$ cat src/rtl/cdb_arbiter_if.sv
// Source-side and broadcast-side signals of the CDB arbiter.
// master: the functional units plus flush control; slave: the arbiter.
interface cdb_arbiter_if #(
  parameter int unsigned NUM_SRC = 4,
  parameter int unsigned XLEN    = 32,
  parameter int unsigned TAG_W   = 6
);
  localparam int unsigned SRC_W = $clog2(NUM_SRC);

  logic                     flush;
  logic [NUM_SRC-1:0]       src_valid;
  logic [NUM_SRC-1:0]       src_ready;
  logic [NUM_SRC*XLEN-1:0]  src_data;
  logic [NUM_SRC*TAG_W-1:0] src_tag;
  logic                     cdb_valid;
  logic [XLEN-1:0]          cdb_data;
  logic [TAG_W-1:0]         cdb_tag;
  logic [SRC_W-1:0]         cdb_src;

  modport master (
    output flush, src_valid, src_data, src_tag,
    input  src_ready, cdb_valid, cdb_data, cdb_tag, cdb_src
  );

  modport slave (
    input  flush, src_valid, src_data, src_tag,
    output src_ready, cdb_valid, cdb_data, cdb_tag, cdb_src
  );
endinterface

$ cat src/rtl/cdb_arbiter.sv
// Common Data Bus arbiter: one holding slot per source, round-robin broadcast, flush drop.
// Define CDB_BYPASS_EN to send a result straight to the CDB when every slot is empty.
module cdb_arbiter #(
  parameter int unsigned NUM_SRC = 4,
  parameter int unsigned XLEN    = 32,
  parameter int unsigned TAG_W   = 6
) (
  input  logic         clk,
  input  logic         rst_n,
  cdb_arbiter_if.slave bus
);
  localparam int unsigned SRC_W = $clog2(NUM_SRC);
  typedef logic [SRC_W-1:0] idx_t;

  // Returns {found, index} of the first set request at or after ptr, wrapping.
  function automatic logic [SRC_W:0] rr_pick(input logic [NUM_SRC-1:0] req, input idx_t ptr);
    logic found;
    idx_t win;
    int   idx;
    found = 1'b0;
    win   = '0;
    for (int k = 0; k < int'(NUM_SRC); k++) begin
      idx = (int'(ptr) + k) % int'(NUM_SRC);
      if (!found && req[idx]) begin
        found = 1'b1;
        win   = idx_t'(idx);
      end
    end
    return {found, win};
  endfunction

  function automatic idx_t next_ptr(input idx_t g);
    return idx_t'((int'(g) + 1) % int'(NUM_SRC));
  endfunction

  logic [NUM_SRC-1:0] slot_valid_q, slot_valid_d;
  logic [XLEN-1:0]    slot_data_q [NUM_SRC];
  logic [XLEN-1:0]    slot_data_d [NUM_SRC];
  logic [TAG_W-1:0]   slot_tag_q  [NUM_SRC];
  logic [TAG_W-1:0]   slot_tag_d  [NUM_SRC];
  idx_t               rr_ptr_q, rr_ptr_d;
  logic               cdb_valid_q, cdb_valid_d;
  logic [XLEN-1:0]    cdb_data_q, cdb_data_d;
  logic [TAG_W-1:0]   cdb_tag_q, cdb_tag_d;
  idx_t               cdb_src_q, cdb_src_d;

  logic [SRC_W:0]     grant_pick;
  logic               grant_vld;
  idx_t               grant_idx;
  logic [NUM_SRC-1:0] grant;
  logic [NUM_SRC-1:0] src_ready;
  logic [NUM_SRC-1:0] accept;
  logic               byp_vld;
  idx_t               byp_idx;
  logic [NUM_SRC-1:0] byp_take;

  assign grant_pick = rr_pick(slot_valid_q, rr_ptr_q);
  assign grant_vld  = grant_pick[SRC_W];
  assign grant_idx  = grant_pick[SRC_W-1:0];
  assign grant      = grant_vld ? (NUM_SRC'(1) << grant_idx) : '0;

  // A slot being granted this cycle can take a new result on the same edge.
  assign src_ready  = {NUM_SRC{!bus.flush}} & (~slot_valid_q | grant);
  assign accept     = bus.src_valid & src_ready;

`ifdef CDB_BYPASS_EN
  logic [SRC_W:0] byp_pick;
  assign byp_pick = rr_pick(accept, rr_ptr_q);
  assign byp_vld  = ~|slot_valid_q && byp_pick[SRC_W];
  assign byp_idx  = byp_pick[SRC_W-1:0];
`else
  assign byp_vld  = 1'b0;
  assign byp_idx  = '0;
`endif
  assign byp_take = byp_vld ? (NUM_SRC'(1) << byp_idx) : '0;

  always_comb begin
    slot_valid_d = slot_valid_q;
    slot_data_d  = slot_data_q;
    slot_tag_d   = slot_tag_q;
    rr_ptr_d     = rr_ptr_q;
    cdb_valid_d  = 1'b0;
    cdb_data_d   = cdb_data_q;
    cdb_tag_d    = cdb_tag_q;
    cdb_src_d    = cdb_src_q;
    if (bus.flush) begin
      slot_valid_d = '0;
    end else begin
      for (int i = 0; i < int'(NUM_SRC); i++) begin
        if (accept[i] && !byp_take[i]) begin
          slot_valid_d[i] = 1'b1;
          slot_data_d[i]  = bus.src_data[i*XLEN +: XLEN];
          slot_tag_d[i]   = bus.src_tag[i*TAG_W +: TAG_W];
        end else if (grant[i]) begin
          slot_valid_d[i] = 1'b0;
        end
      end
      if (grant_vld) begin
        cdb_valid_d = 1'b1;
        cdb_data_d  = slot_data_q[grant_idx];
        cdb_tag_d   = slot_tag_q[grant_idx];
        cdb_src_d   = grant_idx;
        rr_ptr_d    = next_ptr(grant_idx);
      end else if (byp_vld) begin
        cdb_valid_d = 1'b1;
        cdb_data_d  = bus.src_data[byp_idx*XLEN +: XLEN];
        cdb_tag_d   = bus.src_tag[byp_idx*TAG_W +: TAG_W];
        cdb_src_d   = byp_idx;
        rr_ptr_d    = next_ptr(byp_idx);
      end
    end
  end

  always_ff @(posedge clk or negedge rst_n) begin
    if (!rst_n) begin
      slot_valid_q <= '0;
      for (int i = 0; i < int'(NUM_SRC); i++) begin
        slot_data_q[i] <= '0;
        slot_tag_q[i]  <= '0;
      end
      rr_ptr_q    <= '0;
      cdb_valid_q <= 1'b0;
      cdb_data_q  <= '0;
      cdb_tag_q   <= '0;
      cdb_src_q   <= '0;
    end else begin
      slot_valid_q <= slot_valid_d;
      slot_data_q  <= slot_data_d;
      slot_tag_q   <= slot_tag_d;
      rr_ptr_q     <= rr_ptr_d;
      cdb_valid_q  <= cdb_valid_d;
      cdb_data_q   <= cdb_data_d;
      cdb_tag_q    <= cdb_tag_d;
      cdb_src_q    <= cdb_src_d;
    end
  end

  assign bus.src_ready = src_ready;
  assign bus.cdb_valid = cdb_valid_q;
  assign bus.cdb_data  = cdb_data_q;
  assign bus.cdb_tag   = cdb_tag_q;
  assign bus.cdb_src   = cdb_src_q;
endmodule

$ cat src/flat_wrapper.sv
// flat-port wrapper written by rule: the top's interface ports become plain ports
module cdb_arbiter_flat 
#(
  parameter int unsigned NUM_SRC = 4,
  parameter int unsigned XLEN    = 32,
  parameter int unsigned TAG_W   = 6
)
  (clk, rst_n, bus_flush, bus_src_valid, bus_src_data, bus_src_tag, bus_src_ready, bus_cdb_valid, bus_cdb_data, bus_cdb_tag, bus_cdb_src);
  cdb_arbiter_if #(.NUM_SRC(NUM_SRC), .XLEN(XLEN), .TAG_W(TAG_W)) bus_i ();
  input  logic clk;
  input  logic rst_n;
  input wire logic [$bits(bus_i.flush)-1:0] bus_flush;
  input wire logic [$bits(bus_i.src_valid)-1:0] bus_src_valid;
  input wire logic [$bits(bus_i.src_data)-1:0] bus_src_data;
  input wire logic [$bits(bus_i.src_tag)-1:0] bus_src_tag;
  output wire logic [$bits(bus_i.src_ready)-1:0] bus_src_ready;
  output wire logic [$bits(bus_i.cdb_valid)-1:0] bus_cdb_valid;
  output wire logic [$bits(bus_i.cdb_data)-1:0] bus_cdb_data;
  output wire logic [$bits(bus_i.cdb_tag)-1:0] bus_cdb_tag;
  output wire logic [$bits(bus_i.cdb_src)-1:0] bus_cdb_src;
  assign bus_i.flush = bus_flush;
  assign bus_i.src_valid = bus_src_valid;
  assign bus_i.src_data = bus_src_data;
  assign bus_i.src_tag = bus_src_tag;
  assign bus_src_ready = bus_i.src_ready;
  assign bus_cdb_valid = bus_i.cdb_valid;
  assign bus_cdb_data = bus_i.cdb_data;
  assign bus_cdb_tag = bus_i.cdb_tag;
  assign bus_cdb_src = bus_i.cdb_src;
  cdb_arbiter #(.NUM_SRC(NUM_SRC), .XLEN(XLEN), .TAG_W(TAG_W)) u_core (.clk(clk), .rst_n(rst_n), .bus(bus_i));
endmodule
$ cat config.mk
export PLATFORM = sky130hd
export DESIGN_NAME = cdb_arbiter_flat
export DESIGN_NICKNAME = d
export VERILOG_FILES = /design/src/rtl/cdb_arbiter_if.sv /design/src/rtl/cdb_arbiter.sv /design/src/flat_wrapper.sv
export SDC_FILE = /design/constraint.sdc
export NUM_CORES = 1
export LEC_CHECK = 0
export CAP_MARGIN = 20
export CORE_AREA = 2 2 170 130
export DETAILED_ROUTE_END_ITERATION = 10
export DIE_AREA = 0 0 172 132
export PLACE_DENSITY = 0.71
export SETUP_SLACK_MARGIN = 0.05
export SLEW_MARGIN = 20
export SYNTH_ARGS = -nofsm -noshare
export SYNTH_HDL_FRONTEND = slang
export SYNTH_SLANG_ARGS = --single-unit
$ cat constraint.sdc
create_clock -name clk -period 2.35 [get_ports clk]
set_input_delay 0.47 -clock clk [delete_from_list [all_inputs] [get_ports clk]]
set_output_delay 0.47 -clock clk [all_outputs]
set_load 0.01 [all_outputs]
* After elaboration in Yosys (flattened, before gate mapping)
Cells that the tools add are included.
** Storage, ports and cells
- Bits in registers :: 199
- Output and inout bits :: 45
- Word-level logic and storage cells :: 92
** Operators by class
- Add/subtract/negate cells :: 4
- Order comparisons :: 5
- Shift-type cells :: 1
- Multiplexer cells :: 37
- Bitwise gates (word level) :: 9
- Reductions and logical operators :: 19
** Operator list (number)
- 32-bit binary-select mux with 2-bit select :: 1
- 32-bit 2-to-1 mux :: 2
- 1-bit 2-to-1 mux :: 21
- 6-bit binary-select mux with 2-bit select :: 1
- 3-bit by 4-bit less-than comparator with 1-bit output (second input constant) :: 3
- 6-bit 2-to-1 mux :: 2
- 3-bit nonzero test :: 4
- 2-bit AND reduction :: 5
- 4-bit AND :: 2
- 1-bit binary-select mux with 2-bit select :: 4
- 2-bit 2-to-1 mux :: 4
- 4-bit 2-to-1 mux :: 2
- 2-bit OR reduction :: 3
- 2-bit by 1-bit adder with 2-bit output (second input constant) :: 2
- 2-bit adder (second input constant) :: 2
- 1-bit logical NOT :: 4
- 4-bit NOT :: 1
- 4-bit bitwise OR :: 1
- 1-bit by 2-bit left shift with 4-bit output (first input constant) :: 1
- 1-bit AND (first input constant) :: 3
- 3-bit >= comparator (second input constant) :: 1
- 1-bit logical AND :: 3
- 2-bit by 3-bit less-than comparator with 1-bit output (second input constant) :: 1
- 2-bit NOT with 3-bit output :: 1
- 1-bit NOT :: 1

* Longest topological paths before layout
Gate-level depths: netlist of the first run.
- Depth in word-level cells :: 21
- Depth in mapped cells :: 9

* Worst setup path before layout of the first run
OpenSTA, ideal clock, no wires.
- Path type :: register -> register
- Start point :: register u_core.slot_valid_q[0]
- End point :: register u_core.slot_data_q[76] (netlist bit)
- Library setup time :: 0.125 ns
- Arrival :: 1.875 ns
- Data required time :: 2.225 ns
- Setup slack :: 0.350 ns
- Cell stages (with the launch flop) :: 9
- Path buffers :: 3
- Period minus slack after synthesis :: 2.000 ns
- Cell sequence :: dfrtp_1 -> buf_4 -> o21ai_1 -> o211ai_2 -> a21oi_1 -> and2_1 -> buf_4 -> buf_6 -> mux2_2
** On the way
- Word-level cells in the longest chain between the ends :: 18
- Elaborated cells on any way between the ends :: 31
- Those cells by class :: 1 x shift; 20 x mux; 3 x bitwise; 7 x reduce/logical
** Ends and longest elaborated chain
- from (decl) :: RTL line cdb_arbiter.sv:36 : logic [NUM_SRC-1:0] slot_valid_q, slot_valid_d;
- from (signal assigned) :: RTL line cdb_arbiter.sv:127 : slot_valid_q <= slot_valid_d;
- 1-bit binary-select mux with 2-bit select :: RTL line cdb_arbiter.sv:24 : if (!found && req[idx]) begin
- 1-bit 2-to-1 mux (implied by the code) :: RTL line cdb_arbiter.sv:24
- 1-bit 2-to-1 mux :: RTL line cdb_arbiter.sv:24
- 1-bit logical NOT :: RTL line cdb_arbiter.sv:24
- 1-bit logical AND :: RTL line cdb_arbiter.sv:24
- 1-bit 2-to-1 mux :: RTL line cdb_arbiter.sv:24
- 1-bit logical NOT :: RTL line cdb_arbiter.sv:24
- 1-bit logical AND :: RTL line cdb_arbiter.sv:24
- [3 not listed]
- 2-bit 2-to-1 mux :: RTL line cdb_arbiter.sv:24
- 1-bit by 2-bit left shift with 4-bit output :: RTL line cdb_arbiter.sv:60 : assign grant = grant_vld ? (NUM_SRC'(1) << grant_idx) : '0;
- 4-bit 2-to-1 mux * :: RTL line cdb_arbiter.sv:60
- 4-bit bitwise OR * :: RTL line cdb_arbiter.sv:63 : assign src_ready = {NUM_SRC{!bus.flush}} & (~slot_valid_q | grant);
- 4-bit AND * :: RTL line cdb_arbiter.sv:63
- net bus_src_ready[1] :: RTL line flat_wrapper.sv:16 : output wire logic [$bits(bus_i.src_ready)-1:0] bus_src_ready;
- 4-bit AND * :: RTL line cdb_arbiter.sv:64 : assign accept = bus.src_valid & src_ready;
- 2-bit AND reduction (no source line) *
- to (signal assigned) :: RTL line cdb_arbiter.sv:128 : slot_data_q <= slot_data_d;
- to (decl) :: RTL line cdb_arbiter.sv:37 : logic [XLEN-1:0] slot_data_q [NUM_SRC];
The timed path passes the listed nets; every way through them passes the cells marked *. The select of a mux whose other input is x is not followed.
A chain may end at the register's enable or synchronous reset.

* Worst setup path after layout of the first run
- Start point :: register u_core.rr_ptr_q[1]
- End point :: output port bus_src_ready[0]
** On the way
- Word-level cells in the longest chain between the ends :: 16
- Elaborated cells on any way between the ends :: 32
- Those cells by class :: 3 x add/sub; 1 x shift; 20 x mux; 2 x bitwise; 6 x reduce/logical
** Ends and longest elaborated chain
- from (decl) :: RTL line cdb_arbiter.sv:41 : idx_t rr_ptr_q, rr_ptr_d;
- from (signal assigned) :: RTL line cdb_arbiter.sv:130 : rr_ptr_q <= rr_ptr_d;
- 2-bit by 1-bit adder with 2-bit output or 1-bit binary-select mux with 2-bit select (tied branches) :: RTL line cdb_arbiter.sv:23, cdb_arbiter.sv:24
- 1-bit binary-select mux with 2-bit select or 1-bit 2-to-1 mux (tied branches) :: RTL line cdb_arbiter.sv:24
- 1-bit 2-to-1 mux (implied by the code) :: RTL line cdb_arbiter.sv:24
- 1-bit 2-to-1 mux (implied by the code) or 1-bit logical NOT (tied branches) :: RTL line cdb_arbiter.sv:24
- 1-bit logical AND :: RTL line cdb_arbiter.sv:24
- 1-bit 2-to-1 mux :: RTL line cdb_arbiter.sv:24
- 1-bit logical NOT :: RTL line cdb_arbiter.sv:24
- 1-bit logical AND :: RTL line cdb_arbiter.sv:24
- 1-bit 2-to-1 mux :: RTL line cdb_arbiter.sv:24
- 1-bit logical NOT :: RTL line cdb_arbiter.sv:24
- 1-bit logical AND :: RTL line cdb_arbiter.sv:24
- 2-bit 2-to-1 mux :: RTL line cdb_arbiter.sv:24
- 1-bit by 2-bit left shift with 4-bit output :: RTL line cdb_arbiter.sv:60
- 4-bit 2-to-1 mux * :: RTL line cdb_arbiter.sv:60
- 4-bit bitwise OR * :: RTL line cdb_arbiter.sv:63
- 4-bit AND * :: RTL line cdb_arbiter.sv:63
- to (decl) :: RTL line flat_wrapper.sv:16
Every way passes the cells marked *; elsewhere a longest branch is shown, timed or not. The select of a mux whose other input is x is not followed.

==> summary.txt, run 1 <==
Timing
  • FMAX: between 400 and 500 MHz
  • Clk_skew: just under 0.01 ns
  • Final min period: 2.26 ns
  • Final slew viol count: 0
  • Final Hold Viols: 0
  • Setup violators final: 0
  • Slew @ Worst Pin: roughly 0.61 ns
  • Slew HR: 0.596
  • Worst Hold Slack: between 0.4 and 0.5 ns
  • RSZ-0062 raised after global routing: true
  • Final worst-path cycle share: 0.963
  • Fin Setup TNS: 0 ns

Global routing
  • Largest net degree at the start of global routing: 70
  • Global-route wire length before repair: 36800 µm
  • Total track usage: 0.212
  • Initial antenna violation count: 0
  • Number of global-route vias before repair: ~6600
  • Overflow after GRT: 0

Power
  • Switch Pwr: around 3000 µW
  • Power Internal: around 7700 µW
  • Sw Ratio: 0.280
  • Sequential power share: 0.439
  • Logic pwr share: 0.267
  • Power Density: roughly 900 mW/mm²
  • Leakage dissipation: 0.00509 µW
  • Part of the power in the clock network: 0.294
  • VDD IR max: 0.000434 V

Worst setup path
  • Critical Path RT: roughly 1.9 ns
  • R2r setup slk: about 0.19 ns
  • Worst reg-to-reg path cell count: 7
  • Worst Setup SP: u_core.rr_ptr_q[1]$_DFFE_PN0P_
  • Crit path max fanout: 5
  • CP arrival: roughly 1.8 ns
  • RR Startpoint: u_core.slot_valid_q[2]$_DFFE_PN0P_
  • CP Capture Type: output pin
  • R2R Path End: u_core.slot_data_q[17]$_DFFE_PN0P_
  • CP Class: reg -> out
  • Critical Path Start Type: register

Logic synthesis
  • Cell taking the most area after synthesis: dfrtp_1
  • Synthesized flop and latch total: 199
  • Post-synth top area share: 0.569
  • Commonest cells in the netlist: dfrtp_1, mux2_2, nor2_1
  • Yosys synthesis warning count: 0
  • Synth area leaders: dfrtp_1, mux2_2, mux2_1, mux2i_1, a221oi_1
  • Syn_nets: 814
  • Syn Inst Count: about 660
  • Most frequent cell after synthesis: dfrtp_1
  • Sequential area share after synthesis: 0.569
  • EDFF count, synth: 0
  • Post-synth cell types: 42
  • Cell Area, Synth: 0.00875 mm²
  • Synthesized area per cell: ~13 µm²
  • Ys flop type: dfrtp_1
  • Post-synth ARST share: 1.00

Clock tree
  • CTS Buf Count: 17
  • H-Tree Depth: 4
  • CTS Root Cell: clkbuf_16
  • Clk sink count: between 150 and 200
  • Clock Latency Late Sink: between 0.4 and 0.5 ns
  • CTS tree: yes
  • Max Root-Sink Buffers: 2
  • Clock-pin slew on the worst setup and hold paths: around 0.070 ns

Min path
  • Hold Path Cell Cnt: 1
  • Hold_sp: u_core.slot_data_q[59]$_DFFE_PN0P_
  • Hold Path End: u_core.slot_data_q[59]$_DFFE_PN0P_
  • Hold Crit Class: reg -> reg

Place
  • Routability cong.: 0.770
  • HPWL Detailed: about 16000 µm
  • # port buffers: slightly above 200

Layout
  • Layout cells sized above 1: 0.235
  • Multi-input gate area: about 0.0035 mm²
  • Nets: 1027
  • Register Area: approximately 0.005 mm²
  • Area delta synth->final: 37.2%
  • FILL cells: 1724

Floorplanning
  • Area of the core: about 0.021 mm²
  • Die Span Y: approximately 130 µm
  • Die area: ~0.023 mm²
  • FP Rows: 46
  • I/O Pins: just over 200
  • Die Width: between 150 and 200 µm
  • Initial Util: 0.418

Route
  • Initial DRC count: about 460
  • Router iterations before antenna repair: 5
  • Via/cell ratio: about 5.3
  • DR vias: about 6200
  • DRC errors left: 0
  • Antenna-violating nets left: 0
  • Routed WL per cell: around 20 µm
  • DRT Wirelength: roughly 23000 µm

Status
  • Status: complete, no violations

Job
  • Max-cap viol count: 0
==> cell families (layout without fill, tap and decap cells) <==
group / count (synthesis) / after routing / share of synthesized area
and+or+nand+nor: 83 / 83 / 0.0446
DFF: 199 / 199 / 0.569
buffers and inverters: 55 / 281 / 0.0372
muxes: 190 / 190 / 0.248
AOI/OAI and AO/OA: 128 / 128 / 0.101
other: 0 / 1 / 0
==> critical path: stages, from the launching register on <==
cell             delay [ns]
dfrtp_2                0.44
clkbuf_2               0.15
buf_4                  0.16
o221ai_4               0.23
nor2b_1                0.16
clkdlybuf4s15_1        0.24
==> sequential cells by signal, indices dropped and copies added (netlist names) <==
signal / cells
u_core.bus.cdb_valid: 1
u_core.rr_ptr_q: 2
u_core.slot_valid_q: 4
u_core.bus.cdb_data: 32
u_core.slot_tag_q: 24
u_core.slot_data_q: 128
u_core.bus.cdb_tag: 6
u_core.bus.cdb_src: 2
==> power groups by stage <==
stage	Clock, µW	Combinational, µW	Sequential [µW]
after floorplan	0	1460	4700
after global placement	0	2720	4710
after detailed placement	0	2780	4730
after CTS	3200	2850	4670
after global routing	3340	3100	4770
final	3130	2850	4680
==> worst max-delay path by stage <==
stage | to | slack [ns] | cells past startpoint
CTS | bus_src_ready[0] | 0.00007 | 5
global placement | bus_src_ready[1] | 0.10 | 3
global route | bus_src_ready[0] | 0.01 | 5
finish | bus_src_ready[0] | 0.09 | 5
floorplan | u_core.slot_data_q[76]$_DFFE_PN0P_ | 0.35 | 8
detailed placement | u_core.bus.cdb_data[4]$_DFFE_PN0P_ | 0.07 | 8
==> cell usage in the layout (no fill, tap or decap), types with 7 or more instances in the layout <==
cell | netlist | layout
a221oi_1 | 38 | 38
dfrtp_1 | 199 | 195
mux2_2 | 89 | 89
o22ai_1 | 39 | 39
mux2i_1 | 38 | 38
clkdlybuf4s50_1 | 0 | 198
nand2_1 | 7 | 7
or2_0 | 7 | 7
nor2_1 | 51 | 51
mux2_4 | 20 | 20
buf_12 | 0 | 12
mux2_1 | 43 | 43
clkbuf_16 | 0 | 17
buf_4 | 7 | 25
o21ai_0 | 29 | 29
==> cell type report <==
type                    count  share of cell area
clock inverters             8              0.0112
diodes                      1            0.000208
inverters                   5             0.00156
flip-flops and latches    199               0.415
well taps                 288              0.0300
multi-input cells         401               0.292
repair buffers            244               0.208
clock buffers              24              0.0418
==> metal layers <==
metal,track usage,routed length [µm]
met1,0.298,10800
met2,0.330,10700
met3,0.0567,1690
met4,0.0500,218
met5,0,0
==> per-stage QoR <==
stage,utilization,instance area [µm²],cells,worst slack [ns],power [µW]
after floorplan,-,8750,655,0.350,6150
after global placement,0.535,11200,1124,0.104,7440
after detailed placement,0.535,11200,1124,0.0728,7520
after CTS,0.570,11900,1166,0.0000733,10700
after global routing,0.573,12000,1169,0.0111,11200
final,0.573,12000,1170,0.0872,10700
==> repair_timing <==
action	4_1_cts	5_1_grt
resized for setup	12	10
pin swaps	3	3
endpoints found under the hold margin	30	0
hold buffers	1	0
setup buffers	9	3
setup endpoints to repair	4	3
(Power assumes the default switching activity.)
==> run 2: changes to the inputs <==
- CAP_MARGIN: 20 -> 25
==> results of run 2 <==
Final layout, timing and power as in run 1 (identical DEF).
==> run 3: changes to the inputs <==
- ABC_CLOCK_PERIOD_IN_PS: default -> 2350
- CTS_CLUSTER_SIZE: default -> 24
- HOLD_SLACK_MARGIN: default -> 0.06
==> results of run 3 <==
Final layout, timing and power as in run 1 (identical DEF).
